`src/rtl/example_pipe.sv`:
```
// example_pipe: 2-entry skid buffer (head + skid) registering a 7-bit decode result, order preserved.
// Latency: 1 cycle from input accept to out_vld when empty; in_rdy is registered (state != FULL).
// Backpressure: holds up to 2 entries under out_rdy=0; EXAMPLE_PIPE_XFER_CNT_EN builds the transfer counter.
module example_pipe #(
  parameter int CNT_W = 16
) (
  input  logic             clk,
  input  logic             rst_n,
  input  logic             in_vld,
  output logic             in_rdy,
  input  logic [6:0]       in_data,
  output logic             out_vld,
  input  logic             out_rdy,
  output logic [6:0]       out_data,
  output logic [CNT_W-1:0] xfer_cnt
);

  typedef struct packed {
    logic       cmb_reg5;
    logic       cmb_reg4;
    logic       cmb_reg3;
    logic       cmb_reg2;
    logic [1:0] cmb_reg1;
    logic       cmb_reg0;
  } res_t;

  typedef enum logic [1:0] {
    EMPTY = 2'd0,
    HALF  = 2'd1,
    FULL  = 2'd2
  } state_t;

  state_t state;
  state_t state_nxt;
  res_t   head;
  res_t   head_nxt;
  res_t   skid;
  res_t   skid_nxt;
  res_t   in_res;
  logic   in_rdy_q;
  logic   in_xfer;
  logic   out_xfer;

  assign in_res   = in_data;
  assign in_rdy   = in_rdy_q;
  assign out_vld  = (state != EMPTY);
  assign out_data = head;
  assign in_xfer  = in_vld && in_rdy_q;
  assign out_xfer = out_vld && out_rdy;

  always_comb begin
    state_nxt = state;
    head_nxt  = head;
    skid_nxt  = skid;
    case (state)
      EMPTY: begin
        if (in_xfer) begin
          state_nxt = HALF;
          head_nxt  = in_res;
        end
      end
      HALF: begin
        if (in_xfer && out_xfer) begin
          head_nxt = in_res;
        end else if (in_xfer) begin
          state_nxt = FULL;
          skid_nxt  = in_res;
        end else if (out_xfer) begin
          state_nxt = EMPTY;
        end
      end
      FULL: begin
        // in_rdy is low here, so only the drain side can move
        if (out_xfer) begin
          state_nxt = HALF;
          head_nxt  = skid;
        end
      end
      default: begin
        state_nxt = EMPTY;
      end
    endcase
  end

  always_ff @(posedge clk or negedge rst_n) begin
    if (!rst_n) begin
      state    <= EMPTY;
      head     <= '0;
      skid     <= '0;
      in_rdy_q <= 1'b0;
    end else begin
      state    <= state_nxt;
      head     <= head_nxt;
      skid     <= skid_nxt;
      in_rdy_q <= (state_nxt != FULL);
    end
  end

`ifdef EXAMPLE_PIPE_XFER_CNT_EN
  logic [CNT_W-1:0] cnt_q;

  always_ff @(posedge clk or negedge rst_n) begin
    if (!rst_n) begin
      cnt_q <= '0;
    end else if (out_xfer) begin
      cnt_q <= cnt_q + CNT_W'(1);
    end
  end

  assign xfer_cnt = cnt_q;
`else
  assign xfer_cnt = '0;
`endif

endmodule
```
`config.mk`:
```
export PLATFORM = sky130hd
export DESIGN_NAME = example_pipe
export DESIGN_NICKNAME = d
export VERILOG_FILES = /design/src/rtl/example_pipe.sv
export SDC_FILE = /design/constraint.sdc
export NUM_CORES = 1
export LEC_CHECK = 0
export ABC_AREA = 1
export BUFFER_PORTS_ARGS = -buffer_cell sky130_fd_sc_hd__buf_2
export CAP_MARGIN = 10
export CORE_MARGIN = 5
export CORE_UTILIZATION = 44
export DETAILED_ROUTE_END_ITERATION = 10
export PLACE_DENSITY = 0.71
export RECOVER_POWER = 100
export SYNTH_ARGS = -nofsm -noshare
export SYNTH_HDL_FRONTEND = slang
export SYNTH_SLANG_ARGS = --single-unit
```
`constraint.sdc`:
```
create_clock -name clk -period 1.05 [get_ports clk]
set_input_delay 0.105 -clock clk [delete_from_list [all_inputs] [get_ports clk]]
set_output_delay 0.105 -clock clk [all_outputs]
set_load 0.01 [all_outputs]
```
==> After elaboration in Yosys (flattened, before gate mapping) <==
Index checks and enable logic that the tools add are counted.
{ "word_totals": {"inputBits": 11, "out_inout_bits": 25, "ff_bits": 17, "word_cells": 39} }
{ "op_classes": {"n_bitwise": 1, "muxes": 10, "reduce_logical": 8, "n_eq_ne": 6} }
{ "ops": {"columns": ["op", "count"], "rows": [
  ["7-bit two-way mux", 3],
  ["7-bit one-hot mux with 3 select lines", 1],
  ["2-bit two-way mux", 5],
  ["2-bit != test (second input constant)", 4],
  ["2-bit one-hot mux with 3 select lines", 1],
  ["4-bit AND reduction", 1],
  ["1-bit logical AND", 3],
  ["3-bit AND reduction", 1],
  ["3-bit nonzero test", 1],
  ["2-bit by 1-bit equality test with 1-bit output (second input constant)", 1],
  ["2-bit equality test (second input constant)", 1],
  ["2-bit logical NOT", 1],
  ["2-bit nonzero test", 1],
  ["1-bit inverter", 1]
]} }

==> Logic depth before layout (Yosys ltp) <==
Gate-level depths: netlist of run 1.
{ "depth": {"ltp_word": 7, "ltp_mapped": 7} }

==> Worst setup path after synthesis of run 1 <==
No wires, ideal clock.
{ "synth_timing": {"kind": "register to register", "start": "reg state[0]", "end": "reg head (netlist bit out_data[0])", "path_buffers": 1, "path_stages_with_launch": 8, "arrival_ns": 0.935, "path_slack_ns": -0.002, "setup_ns": 0.117, "cell_sequence": "dfrtp_1 > buf_6 > inv_8 > nand2_8 > nand2_4 > nand2_4 > nand2_1 > nand2_1"} }
{ "synth_via": {"elab_chain_cells": 5, "elab_cells_between_ends": 12} }
{ "synth_rtl": {"columns": ["element", "line", "text"], "rows": [
  ["from (decl)", "33", "state_t state;"],
  ["from (signal assigned)", "92", "state <= state_nxt;"],
  ["2-bit nonzero test", "46", "assign out_vld = (state != EMPTY);"],
  ["1-bit logical AND", "49", "assign out_xfer = out_vld && out_rdy;"],
  ["1-bit logical AND", "63", "if (in_xfer && out_xfer) begin"],
  ["2-bit != test (no source line)", null, null],
  ["4-bit AND reduction (no source line)", null, null],
  ["to (signal assigned)", "93", "head <= head_nxt;"],
  ["to (decl)", "35", "res_t head;"]
]} }
Several ways; a longest one is shown, not always the timed one.
A chain may end at the register's enable or synchronous reset.

==> Worst setup path after layout of run 1 <==
{ "layout_timing": {"start": "reg state[1]", "end": "out out_vld"} }
{ "layout_via": {"elab_chain_cells": 1} }
{ "layout_rtl": {"columns": ["element", "line", "text"], "rows": [
  ["2-bit nonzero test", "46", null],
  ["to (decl)", "12", "output logic out_vld,"]
]} }
Every way passes these cells.

==> impl_results.md, run 1 <==
* Status: finished, violations left
* Failing checks: negative setup slack
* WL/cell at 12.1 um
* Commonest cells post-synth: nand2_1 (43), dfrtp_1 (17), buf_4 (16)
* Leak at 0.619 nW
* CP Cell Sequence: buf_6 > inv_8 > nand2_8 > buf_6
* WP depth at 4
* Post-Route WL at 2080 um
* Final HPWL DP at 1670 um
* Port buffer count at 19
* Initial antenna violation count at 0
* Worst r2r dst: state[0]$_DFF_PN0_
* CP required at 0.94 ns
* Tot GR Track Use at 13.0%
* Worst setup path end: out_vld
* Placer congestion estimate at 0.833
* Post-Route Setup TNS at -1.08 ns
* R2R Setup Slk at -0.07 ns
* Start of the worst register-to-register path: state[1]$_DFF_PN0_
* CTS sink cnt at 17
* Routed vias at 801
* Crit path from: state[1]$_DFF_PN0_
* Top FF cell, synth: dfrtp_1
* Synth unique cells at 19
* Post-Syn Area at 1040 sq um
* Bufs and invs on worst path at 3
* Total CTS buffers at 3
* Iteration-0 DRC Markers at 10
* Worst-path maximum fanout at 3
* Pre-antenna DRT Iters at 4
* Num ports at 36
* Vias per cell at 4.66
* Top cell type's share of synthesized area at 41.0%
* Worst Hold Class: primary input to flop
* CP max-delay cell: dfrtp_1
* Antenna-violating nets left at 0
* Die area at 3430 sq um
* Clk_skew at 0.00670 ns
* Startpoint types: flop
* Pwr Density at 2800 nW/um^2
* Final Setup Violations at 18
* Root buffer cell: clkbuf_4
* Synth top area cells: dfrtp_1 (41%), nand2_1 (16%), buf_4 (12%)
* Synth area leader: dfrtp_1
* Register area share after synthesis at 41.0%
* Pins Over Slew Limit at 0
* DRC at 0
* Mapped Cells at 116
* Synth Register Bits at 17
* Largest net degree at the start of global routing at 18
* Synthesis Warnings at 0
* First-pass GRT wire length at 3540 um
* Worst-path clk slew at 0.10 ns
* Async set-reset flop share out of synthesis at 100%
* Setup Slack @ Placement at -0.0399 ns
* Max VDD drop at 1.12 mV
* Cell Rows at 17
* GRT Residual Overflow at 0
* Number of synthesized flops with an enable pin at 0
* Fmax at 0.866 GHz
* Initial core utilization at 46.5%
* Final WS setup at -0.104 ns
* Tmin final at 1.15 ns
* R2R cell count at 5
* Setup CP Type: flop to primary output
* Max Cap Violations at 0
* CTS tree: yes
* Final hold violations at 0
* Setup crit end kind: primary output
* H-tree depth at 1
* Max incr delay on CP at 0.40 ns
* Fin nets at 156
* Critical path's most frequent cell: buf_6
* Period utilisation layout at 110%
* Vias in the first global route at 851
* CP Data Arrival Time at 1.05 ns
* Clk Latency, worst-skew pair at 0.28 ns
* Layout cells sized above 1 at 25.0%
* Core area at 2230 sq um
* Area Growth Syn to Fin at 14.0%
* Avg Cell Area, Syn at 8.95 sq um
* Antenna diodes at 0
* Die Span Y at 58.6 um
* Clock Tree Buf Depth at 2
* Most frequent cell after synthesis: nand2_1
* Width of the die at 58.6 um
* Critical path's top delay family: flip-flops
* RSZ-0062 raised after global routing: true
==> state kept, by name (all words and copies together), names as in the netlist <==
| signal | count |
|---|---|
| skid | 7 |
| out_data | 7 |
| in_rdy | 1 |
| state | 2 |
==> final cells by class <==
class | instances | area (sq um)
clock buffer | 4 | 26.3
inverter | 4 | 31.3
sequential | 17 | 427
multi-input combinational | 92 | 507
tap | 28 | 35.0
fill | 230 | 1050
timing repair buffer | 27 | 158
==> worst min-delay path, stage by stage <==
cell	delay, ns
buf_2	0.10
nand4_1	0.08
nand2_1	0.05
==> logic make-up after synthesis <==
kind of cell	synth area share [%]
AO/OA/AOI/OAI	1.81
buffers and inverters	16.5
flip-flops	41.0
other	0.361
AND/OR/NAND/NOR	40.4
==> how the worst min path moves through the flow <==
stage | start | endpoint | slack, ns | depth (start not counted)
floorplan | rst_n | in_rdy$_DFF_PN0_ | -0.19 | 0
global placement | rst_n | skid[5]$_DFFE_PN0P_ | 0.04 | 1
finish | in_data[1] | skid[1]$_DFFE_PN0P_ | 0.09 | 3
global route | in_data[1] | skid[1]$_DFFE_PN0P_ | 0.09 | 3
CTS | in_data[1] | skid[1]$_DFFE_PN0P_ | 0.08 | 3
detailed placement | rst_n | skid[5]$_DFFE_PN0P_ | 0.05 | 1
==> metal layers <==
metal  wire length, um  global-route usage, %
met5                 0                      0
met4                14                   4.85
met3               138                   2.63
met2              1070                   22.2
met1               856                   16.3
==> metrics by stage <==
step | hold slack [ns] | cells | total power, W | area, sq um | utilization [%]
2_1_floorplan | -0.191 | 131 | 0.00247 | 1100 | -
3_3_place_gp | 0.0432 | 166 | 0.00290 | 1140 | 50.9
3_5_place_dp | 0.0483 | 166 | 0.00294 | 1140 | 50.9
4_1_cts | 0.0837 | 172 | 0.00337 | 1190 | 53.4
5_1_grt | 0.0915 | 172 | 0.00358 | 1180 | 53.0
6_report | 0.0881 | 172 | 0.00331 | 1180 | 53.0
==> repair_timing <==
action | CTS | global route
pin swaps | 0 | 0
setup buffers | 1 | 0
setup endpoints to repair | 17 | 18
endpoints found under the hold margin | 17 | 0
gates resized for setup | 4 | 0
hold buffers | 1 | 0
==> cells in the final DEF, fill, tap and decap left out, types with 2 or more instances in the layout <==
cell type  synthesis  routed
nand3_1           14      14
nand2_1           43      43
nand2_8            3       4
nand3_4            2       2
buf_2              0       9
conb_1             1      16
buf_6              2       2
dfrtp_1           17      16
nand4_1            7       7
buf_4             16       6
clkbuf_4           0       3
clkbuf_1           0       9
inv_8              1       2
==> report_power, final <==
group,switching [W],internal (W),leakage (nW)
clock network,0.000188,0.000147,0.0150
logic,0.00111,0.000695,0.396
registers,0.000201,0.000966,0.208
total,0.00150,0.00181,0.619
Power figures use the tool's default switching activity.
==> run 2, diff against run 1 <==
CORE_UTILIZATION = 49   (was 44)
PLACE_DENSITY = 0.75   (was 0.71)
SETUP_SLACK_MARGIN = 0.02   (was unset)
clock period = 1.1 ns   (was 1.05 ns; I/O delays follow)
==> impl_results.md, run 2 (synthesis results as in run 1) <==
* Worst r2r dst: skid[0]$_DFFE_PN0P_ (was state[0]$_DFF_PN0_)
* Tot GR Track Use at 15.4% (was 13.0%)
* Combinational Power Share at 59.4% (was 54.6%)
* Cell Rows at 16 (was 17)
* DP Cell Count at 165 (was 166)
* Max VDD drop at 1.47 mV (was 1.12 mV)
* Fillers at 165 (was 230)
* Port buffer count at 19 (unchanged)
* Worst hold path endpoint: skid[2]$_DFFE_PN0P_ (was skid[1]$_DFFE_PN0P_)
* Tmin final at 1.19 ns
* Width of the die at 56.0 um (was 58.6 um)
* Pre-antenna DRT Iters at 4 (unchanged)
* Layout cells sized above 1 at 34.4% (was 25.0%)
* Die Span Y at 56.0 um (was 58.6 um)
* Pins Over Slew Limit at 0 (unchanged)
* GRT Residual Overflow at 0 (unchanged)
* Commonest non-fill, non-tap cell in the layout: nand2_1 (unchanged)
* Final HPWL DP at 1560 um (was 1670 um)
* Initial antenna violation count at 0 (unchanged)
* Total CTS buffers at 3 (unchanged)
* Final Power at 0.00359 W (was 0.00331 W)
* Antenna diodes at 0 (unchanged)
* Clk Latency, worst-skew pair at 0.30 ns (was 0.28 ns)
* WL/cell at 13.0 um (was 12.1 um)
* Placer congestion estimate at 0.839 (was 0.833)
* Die area at 3140 sq um (was 3430 sq um)
* Iteration-0 DRC Markers at 25 (was 10)
* CTS sink cnt at 17 (unchanged)
* Pint at 0.00198 W (was 0.00181 W)
* WHS Path Cells at 3 (unchanged)
* Antenna-violating nets left at 0 (unchanged)
* Period utilisation layout at 108%
* CP required at 0.99 ns (was 0.94 ns)
* Reg power frac at 31.1% (was 35.3%)
* Num ports at 36 (unchanged)
* CP Data Arrival Time at 1.08 ns (was 1.05 ns)
* Final WS setup at -0.0907 ns (was -0.104 ns)
* Vias per cell at 4.77 (was 4.66)
* DRC at 0 (unchanged)
* Leak at 0.674 nW (was 0.619 nW)
* Worst-path maximum fanout at 2 (was 3)
* Final Util at 65.7% (was 53.0%)
* Vias in the first global route at 800 (was 851)
* Start of the worst register-to-register path: state[1]$_DFF_PN0_ (unchanged)
* Fin nets at 163 (was 156)
* Startpoint types: flop (unchanged)
* RSZ-0062 raised after global routing: true (unchanged)
* Hold Path Origin: in_data[2] (was in_data[1])
* Post-Route WL at 2310 um (was 2080 um)
* Switch share at 45.0% (was 45.4%)
* Failing checks: negative setup slack (unchanged)
* CTS tree: yes (unchanged)
* Setup crit end kind: primary output (unchanged)
* Clock network power share at 9.5% (was 10.1%)
* Final hold slack at 0.0764 ns (was 0.0881 ns)
* Fmax at 0.840 GHz
* Clk_skew at 0.00652 ns (was 0.00670 ns)
* Setup CP Type: flop to primary output (unchanged)
* R2R Setup Slk at -0.09 ns (was -0.07 ns)
* Final hold violations at 0 (unchanged)
* Area Growth Syn to Fin at 25.3% (was 14.0%)
* H-tree depth at 1 (unchanged)
* R2R cell count at 6 (was 5)
* Clock Tree Buf Depth at 2 (unchanged)
* Initial core utilization at 52.4% (was 46.5%)
* Fin cells at 178 (was 172)
* Crit path from: state[1]$_DFF_PN0_ (unchanged)
* Core area at 1980 sq um (was 2230 sq um)
* Pwr Density at 2760 nW/um^2 (was 2800 nW/um^2)
* Setup Slack @ Placement at -0.0124 ns (was -0.0399 ns)
* Worst Hold Class: primary input to flop (unchanged)
* First-pass GRT wire length at 3840 um (was 3540 um)
* Final Setup Violations at 18 (unchanged)
* Root buffer cell: clkbuf_4 (unchanged)
* Max Cap Violations at 0 (unchanged)
* Most frequent cells in the layout: nand2_1 (35), dfrtp_1 (17), conb_1 (16), nand3_1 (14), buf_2 (10) (was nand2_1 (43), conb_1 (16), dfrtp_1 (16), nand3_1 (14))
* Worst-path clk slew at 0.10 ns (about the same)
* Routed vias at 849 (was 801)
* Net Sw Power at 0.00162 W (was 0.00150 W)
* Largest net degree at the start of global routing at 18 (unchanged)
* Status: finished, violations left (unchanged)
-- run 2: changes by cell type in the layout (fill, tap and decap cells not counted), sizes merged --
cell / change
buf: +7
clkbuf: -2
nand2: +1
clkinv: +1
-- run 2: stage by stage --
step	area, sq um	setup TNS [ns]
2_1_floorplan	1090	0
3_3_place_gp	1130	0
3_5_place_dp	1130	-0.0185
4_1_cts	1280	-0.975
5_1_grt	1300	-2.31
6_report	1300	-1.27
-- run 2: area by class of cell --
| cell class | instances | area [sq um] | share of cell area [%] |
|---|---|---|---|
| multi-input combinational | 93 | 547 | 42.0 |
| clock buffer | 3 | 22.5 | 1.73 |
| inverter | 4 | 31.3 | 2.40 |
| tap | 27 | 33.8 | 2.60 |
| sequential | 17 | 425 | 32.7 |
| timing repair buffer | 33 | 236 | 18.2 |
| clock inverter | 1 | 5.00 | 0.385 |
-- run 2: worst max path at each step --
stage	slack [ns]	end
2_1_floorplan	0.05	out_data[0]$_DFFE_PN0P_
3_3_place_gp	0.03	out_data[2]$_DFFE_PN0P_
3_5_place_dp	-0.01	out_data[2]$_DFFE_PN0P_
4_1_cts	-0.07	in_rdy$_DFF_PN0_
5_1_grt	-0.15	out_data[3]$_DFFE_PN0P_
6_report	-0.09	out_vld
-- run 2: timing repair --
item                                    CTS  global route
hold buffers                              1             0
gates cloned                              1             0
buffers inserted                          7             0
resized for setup                         7            11
pin swaps                                 6             3
hold endpoints to repair                 17             0
endpoints found under the setup margin   16            18
-- run 2: worst max-delay path: stages (launching register included) --
cell     delay, ns
dfrtp_1       0.41
buf_6         0.14
inv_8         0.06
nand2_8       0.06
buf_6         0.12
-- run 2: routing by layer --
layer | global-route usage [%] | vias up | part of all wire, %
met5 | 0 | - | 0
met4 | 5.08 | 0 | 0.74
met2 | 25.5 | 31 | 51
met1 | 20.0 | 396 | 40
li1 | - | 420 | -
met3 | 3.02 | 2 | 8.3
-- run 2: power groups by stage --
stage | combinational, W | clock (W) | sequential (W)
final | 0.00213 | 0.000342 | 0.00112
after global routing | 0.00233 | 0.000374 | 0.00115
after CTS | 0.00204 | 0.000341 | 0.00109
after detailed placement | 0.00165 | 0 | 0.00110
after global placement | 0.00162 | 0 | 0.00110
after floorplan | 0.00119 | 0 | 0.00113
==> run 3, diff against run 2 <==
CORE_UTILIZATION = 52   (was 49)
PLACE_DENSITY = 0.8   (was 0.75)
SLEW_MARGIN = 20   (was unset)
clock period = 1.5 ns   (was 1.1 ns; I/O delays follow)
==> impl_results.md, run 3 (synthesis results as in run 1) <==
* Status: finished, final reports clean (was finished, violations left)
* Worst-path clk slew at 0.10 ns (about the same)
* Critical path's top delay family: flip-flops (unchanged)
* Final Power at 0.00209 W (was 0.00359 W)
* Initial antenna violation count at 0 (unchanged)
* Post-Route Setup TNS at 0 ns (was -1.27 ns)
* Vias in the first global route at 742 (was 800)
* Num ports at 36 (unchanged)
* Total CTS buffers at 3 (unchanged)
* Clk_skew at 0.00777 ns (was 0.00652 ns)
* WL/cell at 12.1 um (was 13.0 um)
* Fmax at 0.728 GHz
* RSZ-0062 raised after global routing: false (was true)
* Die area at 2990 sq um (was 3140 sq um)
* Clk Latency, worst-skew pair at 0.29 ns (was 0.30 ns)
* Width of the die at 54.7 um (was 56.0 um)
* Final hold slack at 0.115 ns (was 0.0764 ns)
* Cell Rows at 16 (unchanged)
* Fin nets at 150 (was 163)
* Max VDD drop at 0.859 mV (was 1.47 mV)
* CP Cell Sequence: inv_6 > nand2_8 > clkbuf_1 (was buf_6 > inv_8 > nand2_8 > buf_6)
* Max Cap Violations at 0 (unchanged)
* Setup CP Type: flop to primary output (unchanged)
* Port buffer count at 19 (unchanged)
* Period utilisation layout at 91.6%
* Leak at 0.575 nW (was 0.674 nW)
* Final HPWL DP at 1560 um (about the same)
* Pre-antenna DRT Iters at 4 (unchanged)
* Post-CTS Setup Bufs at 0 (was 7)
* CP Data Arrival Time at 1.22 ns (was 1.08 ns)
* First-pass GRT wire length at 3170 um (was 3840 um)
* Worst Hold Class: primary input to flop (unchanged)
* Tmin final at 1.37 ns
* Pins Over Slew Limit at 0 (unchanged)
* H-tree depth at 1 (unchanged)
* Setup crit end kind: primary output (unchanged)
* Antenna diodes at 0 (unchanged)
* Worst-path maximum fanout at 10 (was 2)
* Startpoint types: flop (unchanged)
* Iteration-0 DRC Markers at 16 (was 25)
* Placer congestion estimate at 0.875 (was 0.839)
* Root buffer cell: clkbuf_4 (unchanged)
* CP required at 1.35 ns (was 0.99 ns)
* Vias per cell at 4.81 (was 4.77)
* Antenna-violating nets left at 0 (unchanged)
* Area Growth Syn to Fin at 5.30% (was 25.3%)
* Pwr Density at 1920 nW/um^2 (was 2760 nW/um^2)
* DRC at 0 (unchanged)
* Final hold violations at 0 (unchanged)
* Commonest non-fill, non-tap cell in the layout: nand2_1 (unchanged)
* Post-Route WL at 2000 um (was 2310 um)
* Most frequent cells in the layout: nand2_1 (44), conb_1 (16), dfrtp_1 (16), nand3_1 (15), clkbuf_1 (11) (was nand2_1 (35), dfrtp_1 (17), conb_1 (16), nand3_1 (14), buf_2 (10))
* Initial core utilization at 53.5% (was 52.4%)
* CTS sink cnt at 17 (unchanged)
* Largest net degree at the start of global routing at 18 (unchanged)
* Die Span Y at 54.7 um (was 56.0 um)
* Core area at 1940 sq um (was 1980 sq um)
* Measured slew at the worst slew-check pin at 0.923 ns
* Layout cells sized above 1 at 18.8% (was 34.4%)
* Bufs and invs on worst path at 2 (was 3)
* Max incr delay on CP at 0.60 ns (was 0.41 ns)
* GRT Residual Overflow at 0 (unchanged)
* Clock Tree Buf Depth at 2 (unchanged)
* Final Setup Violations at 0 (was 18)
* Routed vias at 794 (was 849)
* Tot GR Track Use at 15.1% (was 15.4%)
* CTS tree: yes (unchanged)
* CP max-delay cell: dfrtp_2 (was dfrtp_1)
* Slew HR at 38.5%
-- run 3: changes by cell type in the layout (fill, tap and decap cells not counted), moves of 4 or more --
cell / before / now
nand2_2: 9 / 1
buf_4: 8 / 1
clkbuf_1: 7 / 11
buf_6: 4 / 0
nand2_1: 35 / 44
-- run 3: repair_timing --
item,4_1_cts,5_1_grt
setup endpoints to repair,1,0
gates resized for setup,1,0
hold buffers,1,0
endpoints found under the hold margin,17,0
-- run 3: layout make-up --
type	count	area, sq um
Clock buffer	4	26.3
Fill cell	194	848
Inverter	4	28.8
Multi-Input combinational cell	92	478
Sequential cell	17	427
Tap cell	27	33.8
Timing Repair Buffer	21	100
-- run 3: per-layer routing --
layer / vias to the layer above / track usage, % / share of wire (%)
met5: - / 0 / 0
met4: 0 / 9.96 / 2.6
met3: 5 / 1.09 / 5.4
met2: 24 / 25.0 / 51
met1: 371 / 18.7 / 41
li1: 394 / - / -
-- run 3: stage by stage --
| stage | cell area [sq um] | instances | util (%) | worst slack, ns |
|---|---|---|---|---|
| 6_report | 1090 | 165 | 56.3 | 0.126 |
| 4_1_cts | 1130 | 165 | 58.0 | 0.147 |
| 2_1_floorplan | 1090 | 131 | - | 0.448 |
| 5_1_grt | 1090 | 165 | 56.3 | 0.0580 |
| 3_5_place_dp | 1090 | 160 | 56.1 | 0.150 |
| 3_3_place_gp | 1090 | 160 | 56.1 | 0.212 |
-- run 3: worst paths after layout --
path | startpoint | end | slack [ns] | depth (start not counted)
max | state[1]$_DFF_PN0_ | out_vld | 0.13 | 3
min | in_data[3] | skid[3]$_DFFE_PN0P_ | 0.11 | 3
max reg2reg | state[1]$_DFF_PN0_ | skid[6]$_DFFE_PN0P_ | 0.15 | 4
min reg2reg | skid[4]$_DFFE_PN0P_ | skid[4]$_DFFE_PN0P_ | 0.49 | 2
max in group asynchronous | rst_n | state[1]$_DFF_PN0_ | 0.38 | 2
min in group asynchronous | rst_n | skid[2]$_DFFE_PN0P_ | 0.50 | 2
-- run 3: tightest hold or removal path: cells and delay by family --
family        cells  cell delay [ns]
simple gates      2             0.13
buf+inv           1             0.11
-- run 3: report_power, final --
group,switching (W),total [W],internal (W)
clock network,0.000142,0.000246,0.000104
logic,0.000629,0.000972,0.000343
registers,0.000202,0.000876,0.000674
